==> config.mk <==
export PLATFORM = sky130hd
export DESIGN_NAME = ds_pkt_sender_flat
export DESIGN_NICKNAME = d
export VERILOG_FILES = /design/src/rtl/ds_pkt_sender_if.sv /design/src/rtl/ds_pkt_sender.sv /design/src/flat_wrapper.sv
export SDC_FILE = /design/constraint.sdc
export NUM_CORES = 1
export LEC_CHECK = 0
export ABC_AREA = 1
export CORE_MARGIN = 2
export CORE_UTILIZATION = 43
export DETAILED_ROUTE_END_ITERATION = 8
export PLACE_DENSITY = 0.74
export SLEW_MARGIN = 20
export SYNTH_ARGS = -nofsm -noshare
export SYNTH_HDL_FRONTEND = slang
export SYNTH_SLANG_ARGS = --single-unit
==> constraint.sdc <==
create_clock -name clk -period 3.02 [get_ports clk]
set_input_delay 0.604 -clock clk [delete_from_list [all_inputs] [get_ports clk]]
set_output_delay 0.604 -clock clk [all_outputs]
set_load 0.02 [all_outputs]
==> src/rtl/ds_pkt_sender_if.sv <==
`default_nettype none
// ============================================================================
// Module  : ds_pkt_sender_if
// Brief   : NAP data-stream TX bundle (valid/ready/sop/eop/addr/data).
// Revision: 1.0 - initial release
// ============================================================================
interface ds_pkt_sender_if #(
    parameter int DATA_WIDTH = 256,
    parameter int ADDR_WIDTH = 4
);
    logic                  valid;
    logic                  ready;
    logic                  sop;
    logic                  eop;
    logic [ADDR_WIDTH-1:0] addr;
    logic [DATA_WIDTH-1:0] data;

    modport master (output valid, sop, eop, addr, data, input ready);
    modport slave  (input valid, sop, eop, addr, data, output ready);
endinterface
`default_nettype wire

==> src/rtl/ds_pkt_sender.sv <==
`default_nettype none
// ============================================================================
// Module  : ds_pkt_sender
// Brief   : Periodic multi-beat packet generator on a NAP data-stream TX port,
//           rotating round-robin through a destination table and stamping
//           beat/sequence/destination numbers into every beat.
// Revision: 1.0 - initial release
// ============================================================================
module ds_pkt_sender #(
    parameter int DATA_WIDTH   = 256,
    parameter int ADDR_WIDTH   = 4,
    parameter int NUM_DEST     = 4,
    parameter int BEAT_WIDTH   = 8,
    parameter int PERIOD_WIDTH = 24
) (
    input  logic                           clk,
    input  logic                           resetn,
    input  logic                           enable,
    input  logic [PERIOD_WIDTH-1:0]        period,
    input  logic [BEAT_WIDTH-1:0]          pkt_beats,
    input  logic [$clog2(NUM_DEST):0]      num_active,
    input  logic [NUM_DEST*ADDR_WIDTH-1:0] dest_table,
    ds_pkt_sender_if.master                tx,
    output logic [31:0]                    pkt_count,
    output logic                           busy
);

    localparam logic [1:0] ST_IDLE = 2'd0;
    localparam logic [1:0] ST_WAIT = 2'd1;
    localparam logic [1:0] ST_SEND = 2'd2;

    localparam int REPS = (DATA_WIDTH + 31) / 32;

    // Beat layout: {replicated low word..., 12'b0, dest index, seq, beat index}
    function automatic logic [DATA_WIDTH-1:0] make_beat(
        input logic [15:0] beat_idx,
        input logic [15:0] seq,
        input logic [3:0]  idx
    );
        logic [31:0]          word;
        logic [REPS*32+47:0]  full;
        word = {seq, beat_idx};
        full = {{REPS{word}}, 12'd0, idx, word};
        return full[DATA_WIDTH-1:0];
    endfunction

    logic [1:0]              r_state;
    logic [PERIOD_WIDTH-1:0] r_cnt;
    logic [PERIOD_WIDTH-1:0] r_period;
    logic [BEAT_WIDTH-1:0]   r_beat;
    logic [BEAT_WIDTH-1:0]   r_last;
    logic [4:0]              r_n;
    logic [3:0]              r_idx;
    logic [15:0]             r_seq;

    logic [4:0]              w_n;
    logic [BEAT_WIDTH-1:0]   w_last;
    logic                    w_eop_xfer;
    logic                    w_start;
    logic [15:0]             w_seq_base;
    logic [3:0]              w_idx_base;
    logic [3:0]              w_start_idx;
    logic [ADDR_WIDTH-1:0]   w_addr;

    // Packet-start parameters and the seq/index a starting packet will carry
    // (already advanced when the start coincides with the previous eop).
    always_comb begin
        w_n = 5'(NUM_DEST);
        if (num_active != '0 && 5'(num_active) <= 5'(NUM_DEST))
            w_n = 5'(num_active);
        w_last      = (pkt_beats == '0) ? '0 : pkt_beats - BEAT_WIDTH'(1);
        w_eop_xfer  = (r_state == ST_SEND) && tx.valid && tx.ready && (r_beat == r_last);
        w_seq_base  = w_eop_xfer ? r_seq + 16'd1 : r_seq;
        w_idx_base  = r_idx;
        if (w_eop_xfer)
            w_idx_base = ((5'(r_idx) + 5'd1) >= r_n) ? 4'd0 : r_idx + 4'd1;
        w_start_idx = (5'(w_idx_base) >= w_n) ? 4'd0 : w_idx_base;
        w_addr      = '0;
        for (int i = 0; i < NUM_DEST; i++) begin
            if (w_start_idx == 4'(i))
                w_addr = dest_table[i*ADDR_WIDTH +: ADDR_WIDTH];
        end
        w_start = 1'b0;
        case (r_state)
            ST_IDLE: w_start = enable && (period == '0);
            ST_WAIT: w_start = enable && (r_cnt == '0);
            ST_SEND: w_start = w_eop_xfer && enable && (r_period == '0);
            default: w_start = 1'b0;
        endcase
    end

    // Sequencer: gap counting, beat stepping, packet bookkeeping, packet start.
    always_ff @(posedge clk or negedge resetn) begin
        if (!resetn) begin
            r_state   <= ST_IDLE;
            r_cnt     <= '0;
            r_period  <= '0;
            r_beat    <= '0;
            r_last    <= '0;
            r_n       <= 5'(NUM_DEST);
            r_idx     <= '0;
            r_seq     <= '0;
            pkt_count <= '0;
            busy      <= 1'b0;
            tx.valid  <= 1'b0;
            tx.sop    <= 1'b0;
            tx.eop    <= 1'b0;
            tx.addr   <= '0;
            tx.data   <= '0;
        end else begin
            case (r_state)
                ST_IDLE: begin
                    if (enable && period != '0) begin
                        r_state <= ST_WAIT;
                        r_cnt   <= period - PERIOD_WIDTH'(1);
                        busy    <= 1'b1;
                    end
                end
                ST_WAIT: begin
                    if (!enable) begin
                        r_state <= ST_IDLE;
                        busy    <= 1'b0;
                    end else if (r_cnt != '0) begin
                        r_cnt <= r_cnt - PERIOD_WIDTH'(1);
                    end
                end
                ST_SEND: begin
                    if (w_eop_xfer) begin
                        tx.valid  <= 1'b0;
                        tx.sop    <= 1'b0;
                        tx.eop    <= 1'b0;
                        pkt_count <= pkt_count + 32'd1;
                        r_seq     <= w_seq_base;
                        r_idx     <= w_idx_base;
                        if (!enable) begin
                            r_state <= ST_IDLE;
                            busy    <= 1'b0;
                        end else if (r_period != '0) begin
                            r_state <= ST_WAIT;
                            r_cnt   <= r_period - PERIOD_WIDTH'(1);
                        end
                    end else if (tx.valid && tx.ready) begin
                        r_beat  <= r_beat + BEAT_WIDTH'(1);
                        tx.sop  <= 1'b0;
                        tx.eop  <= ((r_beat + BEAT_WIDTH'(1)) == r_last);
                        tx.data <= make_beat(16'(r_beat + BEAT_WIDTH'(1)), r_seq, r_idx);
                    end
                end
                default: begin
                    r_state <= ST_IDLE;
                    busy    <= 1'b0;
                end
            endcase

            if (w_start) begin
                r_state  <= ST_SEND;
                r_period <= period;
                r_beat   <= '0;
                r_last   <= w_last;
                r_n      <= w_n;
                r_idx    <= w_start_idx;
                busy     <= 1'b1;
                tx.valid <= 1'b1;
                tx.sop   <= 1'b1;
                tx.eop   <= (w_last == '0);
                tx.addr  <= w_addr;
                tx.data  <= make_beat(16'd0, w_seq_base, w_start_idx);
            end
        end
    end

endmodule
`default_nettype wire

==> src/flat_wrapper.sv <==
// flat-port wrapper written by rule: the top's interface ports become plain ports
module ds_pkt_sender_flat 
#(
    parameter int DATA_WIDTH   = 256,
    parameter int ADDR_WIDTH   = 4,
    parameter int NUM_DEST     = 4,
    parameter int BEAT_WIDTH   = 8,
    parameter int PERIOD_WIDTH = 24
)
  (clk, resetn, enable, period, pkt_beats, num_active, dest_table, pkt_count, busy, tx_valid, tx_sop, tx_eop, tx_addr, tx_data, tx_ready);
  ds_pkt_sender_if #(.DATA_WIDTH(DATA_WIDTH), .ADDR_WIDTH(ADDR_WIDTH)) tx_i ();
  input  logic clk;
  input  logic resetn;
  input  logic enable;
  input  logic [PERIOD_WIDTH-1:0] period;
  input  logic [BEAT_WIDTH-1:0] pkt_beats;
  input  logic [$clog2(NUM_DEST):0] num_active;
  input  logic [NUM_DEST*ADDR_WIDTH-1:0] dest_table;
  output logic [31:0] pkt_count;
  output logic busy;
  output wire logic [$bits(tx_i.valid)-1:0] tx_valid;
  output wire logic [$bits(tx_i.sop)-1:0] tx_sop;
  output wire logic [$bits(tx_i.eop)-1:0] tx_eop;
  output wire logic [$bits(tx_i.addr)-1:0] tx_addr;
  output wire logic [$bits(tx_i.data)-1:0] tx_data;
  input wire logic [$bits(tx_i.ready)-1:0] tx_ready;
  assign tx_valid = tx_i.valid;
  assign tx_sop = tx_i.sop;
  assign tx_eop = tx_i.eop;
  assign tx_addr = tx_i.addr;
  assign tx_data = tx_i.data;
  assign tx_i.ready = tx_ready;
  ds_pkt_sender #(.DATA_WIDTH(DATA_WIDTH), .ADDR_WIDTH(ADDR_WIDTH), .NUM_DEST(NUM_DEST), .BEAT_WIDTH(BEAT_WIDTH), .PERIOD_WIDTH(PERIOD_WIDTH)) u_core (.clk(clk), .resetn(resetn), .enable(enable), .period(period), .pkt_beats(pkt_beats), .num_active(num_active), .dest_table(dest_table), .tx(tx_i), .pkt_count(pkt_count), .busy(busy));
endmodule
==> run summary <==
The flow ran to the end, and the final reports show no timing, DRC or antenna violations. The period utilization is between 90% and 100%. For this run, global-route usage on met2 was measured as about 39%.

The number of buffers between clock root and the deepest sink is 2. The number of maximum-capacitance violations came out at 0. For flop-to-flop paths, the worst setup slack is 0.05 ns. The root buffer cell chosen for the clock tree is clkbuf_16. A synthesized cell averages between 7 and 8 sq um.

The net switching fraction of the power is between 30% and 40%. The internal power is around 4.3 mW. The clock sink total came out at 150. The area growth from synthesis to layout is 27.6%. Based on the critical path, the design can be clocked at up to about 340 MHz.

The core region area came out at between 20000 and 30000 sq um. VDD sags by at most 0.000430 V. Summed over all nets, the switching power comes to 2.34 mW.

The number of setup violations in the final report is 0. After global routing, the most crowded layer is met2. The global placement routability congestion is between 0.9 and 1. The detailed router's first-iteration violation count came out at 549. The number of enable flip-flop cells after synthesis is 0. The cell area after technology mapping is 11000 sq um. The share of the Yosys chip area taken by registers is roughly 34%.

The cell count after synthesis came out at 1497. For this run, the leading register cell type out of synthesis is dfrtp_1. The detail route stage leaves a number of antenna-violating nets equal to 0.

The routing usage on met1 is 27.4%. For this block, the routed nets add up to approximately 30000 um of wire. Setup repair after global routing could not meet its margin everywhere. The hold buffer count at cts came out at 0. Dividing total power by cell area gives a power density of about 470 nW/um^2. The synthesized design spends more area on one cell type than any other, namely dfrtp_1. The worst stage delay on the critical path came out at ~0.40 ns. The largest net degree at the start of global routing came out at 62. In the global route stage, met3 resource usage came out at 3.54%.

The worst setup path is launched from a register. In this run the vertical extent of the chip is ~160 um. The worst reg2reg path endpoint is u_core.tx.addr[2]. Combinational logic burns approximately a third of the power. The detailed-placement wirelength estimate is 23100 um. The shortest period the worst path allows is ~3.0 ns.

The final route contains about 10000 vias. The final standard cell utilization of the core is between 50% and 60%. For the worst setup path, the data required time is ~3.4 ns. In this run the biggest area consumer among cell types represents around a third of the synthesized area. The width of the die came out at about 160 um. In this run the critical register-to-register path is launched from u_core.r_state[0]. For this configuration, the core starts out at a cell density of 43.7%. For this run, design rule violations remaining after detail routing come to 0. The die covers ~27000 sq um. In this run the tool buffered the top-level ports with approximately 280 buffer cells.

The clock network power share came out at between 30% and 40%. The slowest stage of the critical path belongs to the cell dfrtp_1. Synthesis inferred 150 register bits. In this run the worst hold path is classified as in2async.

The number of global-route vias before repair is 9153. The initial antenna violation count was 0. The sequential share of power came out at 34.6%. The critical path is of the reg2reg type. The cell seen most often among critical-path stages is buf_4.

In the synthesized netlist, the cells that appear most often are 340 x nand2_1, 230 x buf_4, 168 x inv_1. The number of antenna cells inserted came out at 0. In the final layout, the share of cells above drive strength 1 is 11.4%. On the final layout, the worst clock skew is ~0.012 ns.

The tightest hold margin came out at 0.153 ns. The count of unique library cells instantiated by Yosys is 45. The maximum fanout count along the critical path came out at 5.

The number of H-tree levels came out at 4. The number of synthesis warnings came out at 0. The total routing usage reported by global routing is a little over a fifth. The share of async-settable or async-resettable flops after synthesis is 100%.

The final setup TNS is 0 ns. After layout, the worst setup slack is 0.0467 ns. By area the synthesized netlist is led by dfrtp_1 34%, buf_4 16%, nand2_1 12%, inv_1 5.7%, o21ai_0 4.3%.

After detailed routing, the number of vias per cell comes to 4.90. STA puts the critical path data arrival time at ~3.3 ns. The signal on the critical path passes through inv_1 > ha_2 > inv_4 > nor2_8 > buf_4 > nand3_2 > nor2_4 > nand2_4 > nand2_1 > nand2_2 > buf_4 > buf_4 > buf_4 > buf_4 > buf_4 > buf_4 > buf_4 > buf_4 > nand2_4 > nand4_1 > nand3_1 > nor2_1 > nor2_1. Yosys instantiated no cell more often than nand2_1. The max-slew violation total from the final report is 0. The final-stage net count came out at between 1500 and 2000. The clock latency reported for the late side of the worst-skew pair is ~0.43 ns. The filler cells instantiated in the layout total 2338.

The final number of hold-violating endpoints is 0. For this run the aggregate overflow at the end of global routing stands at 0. The first TritonRoute pass finished after 8 iterations. For this design the static power due to leakage is approximately 6.6 nW.

The final routed wire length divided by cell count is approximately 15 um. The worst-margin pin slew is 0.600 ns. The cell depth of the worst flop-to-flop path is 23. The worst setup path is captured at a register. The placement-stage worst setup slack is -0.497 ns. In this run the tightest slew margin relative to its limit is 60.0%. The clock edge transition at the registers on the reported setup and hold paths is ~0.06 ns. The wire length of the first global-routing pass came out at ~47000 um.

The number of top-level pins is around 350. The number of standard-cell rows in the floorplan came out at between 50 and 60. TritonCTS built the clock tree. The number of buffers added by the clock tree synthesis step came out at 17.
[critical path: cells and delay by family (launching register included)]
kind / cells / cell delay, ns
buffers and inverters: 11 / 1.31
AND/OR/NAND/NOR: 11 / 1.00
adder cells (fa/ha/maj): 1 / 0.22
flip-flops: 1 / 0.40
[per-layer routing]
| metal | wire, um | up-vias |
|---|---|---|
| met5 | 0 | - |
| met4 | 765 | 0 |
| met3 | 1860 | 50 |
| met2 | 14800 | 362 |
| met1 | 12400 | 4664 |
| li1 | - | 4819 |
[registers in the layout, indices dropped and copies added (netlist names), 7 cells and up]
name and count:
u_core.r_beat 7, u_core.r_cnt 24, u_core.tx.data 22, u_core.r_last 8, u_core.r_period 24, u_core.pkt_count 32
u_core.r_seq 16
[worst max-delay path by stage]
stage | from | to | slack, ns | cells past startpoint
3_3_place_gp | tx_ready | u_core.tx.addr[2] | -0.45 | 22
5_1_grt | u_core.r_idx[0] | u_core.tx.addr[2] | -0.18 | 21
6_report | u_core.r_state[0] | u_core.tx.addr[2] | 0.05 | 23
3_5_place_dp | tx_ready | u_core.tx.addr[3] | -0.50 | 22
2_1_floorplan | u_core.r_state[0] | u_core.tx.addr[1] | 0.03 | 24
4_1_cts | u_core.r_idx[1] | u_core.tx.addr[0] | -0.01 | 21
[cells in the final DEF (no fill, tap or decap), drive strengths merged, types with 53 or more instances in the layout]
cell	n
conb	68
buf	79
nor2	133
clkdlybuf4s50	281
inv	175
nand3	92
nand2	351
o21ai	115
xor2	53
dfrtp	149
[power by group through the flow]
stage	registers, mW	logic [mW]	clock network, mW
2_1_floorplan	2.30	1.56	0
3_3_place_gp	2.31	2.04	0
3_5_place_dp	2.32	2.07	0
4_1_cts	2.28	2.09	2.24
5_1_grt	2.30	2.38	2.33
6_report	2.28	2.11	2.21
[final cells by class]
type,instances,area (sq um),area share [%]
Clock buffer,20,457,3.26
Clock inverter,11,150,1.07
Inverter,176,664,4.74
Multi-Input combinational cell,974,5100,36.4
Sequential cell,150,3760,26.8
Tap cell,330,413,2.95
Timing Repair Buffer,360,3470,24.8
[cells by family (layout without fill, tap and decap cells)]
logic type	Yosys count	in the layout	share of synthesized area, %
adder cells (fa/ha/maj)	17	17	1.94
AO/OA/AOI/OAI	161	161	8.18
buffers and inverters	441	567	23.4
XOR/XNOR	69	69	5.71
AND/OR/NAND/NOR	658	659	26.6
other	1	68	0.0342
flip-flops	150	150	34.2
[metrics by stage]
step | instance area [sq um] | power, mW | std cells
floorplan | 11300 | 3.86 | 1564
global placement | 13100 | 4.35 | 1973
detailed placement | 13100 | 4.39 | 1973
CTS | 13900 | 6.62 | 2018
global route | 14000 | 7.01 | 2021
finish | 14000 | 6.60 | 2021
[what timing repair did]
item / CTS / global route
cloned: 1 / 0
pin swaps: 13 / 18
resized for setup: 22 / 17
buffers inserted: 13 / 4
endpoints found under the setup margin: 6 / 19
Note: power is estimated with default switching activity, not from simulation.
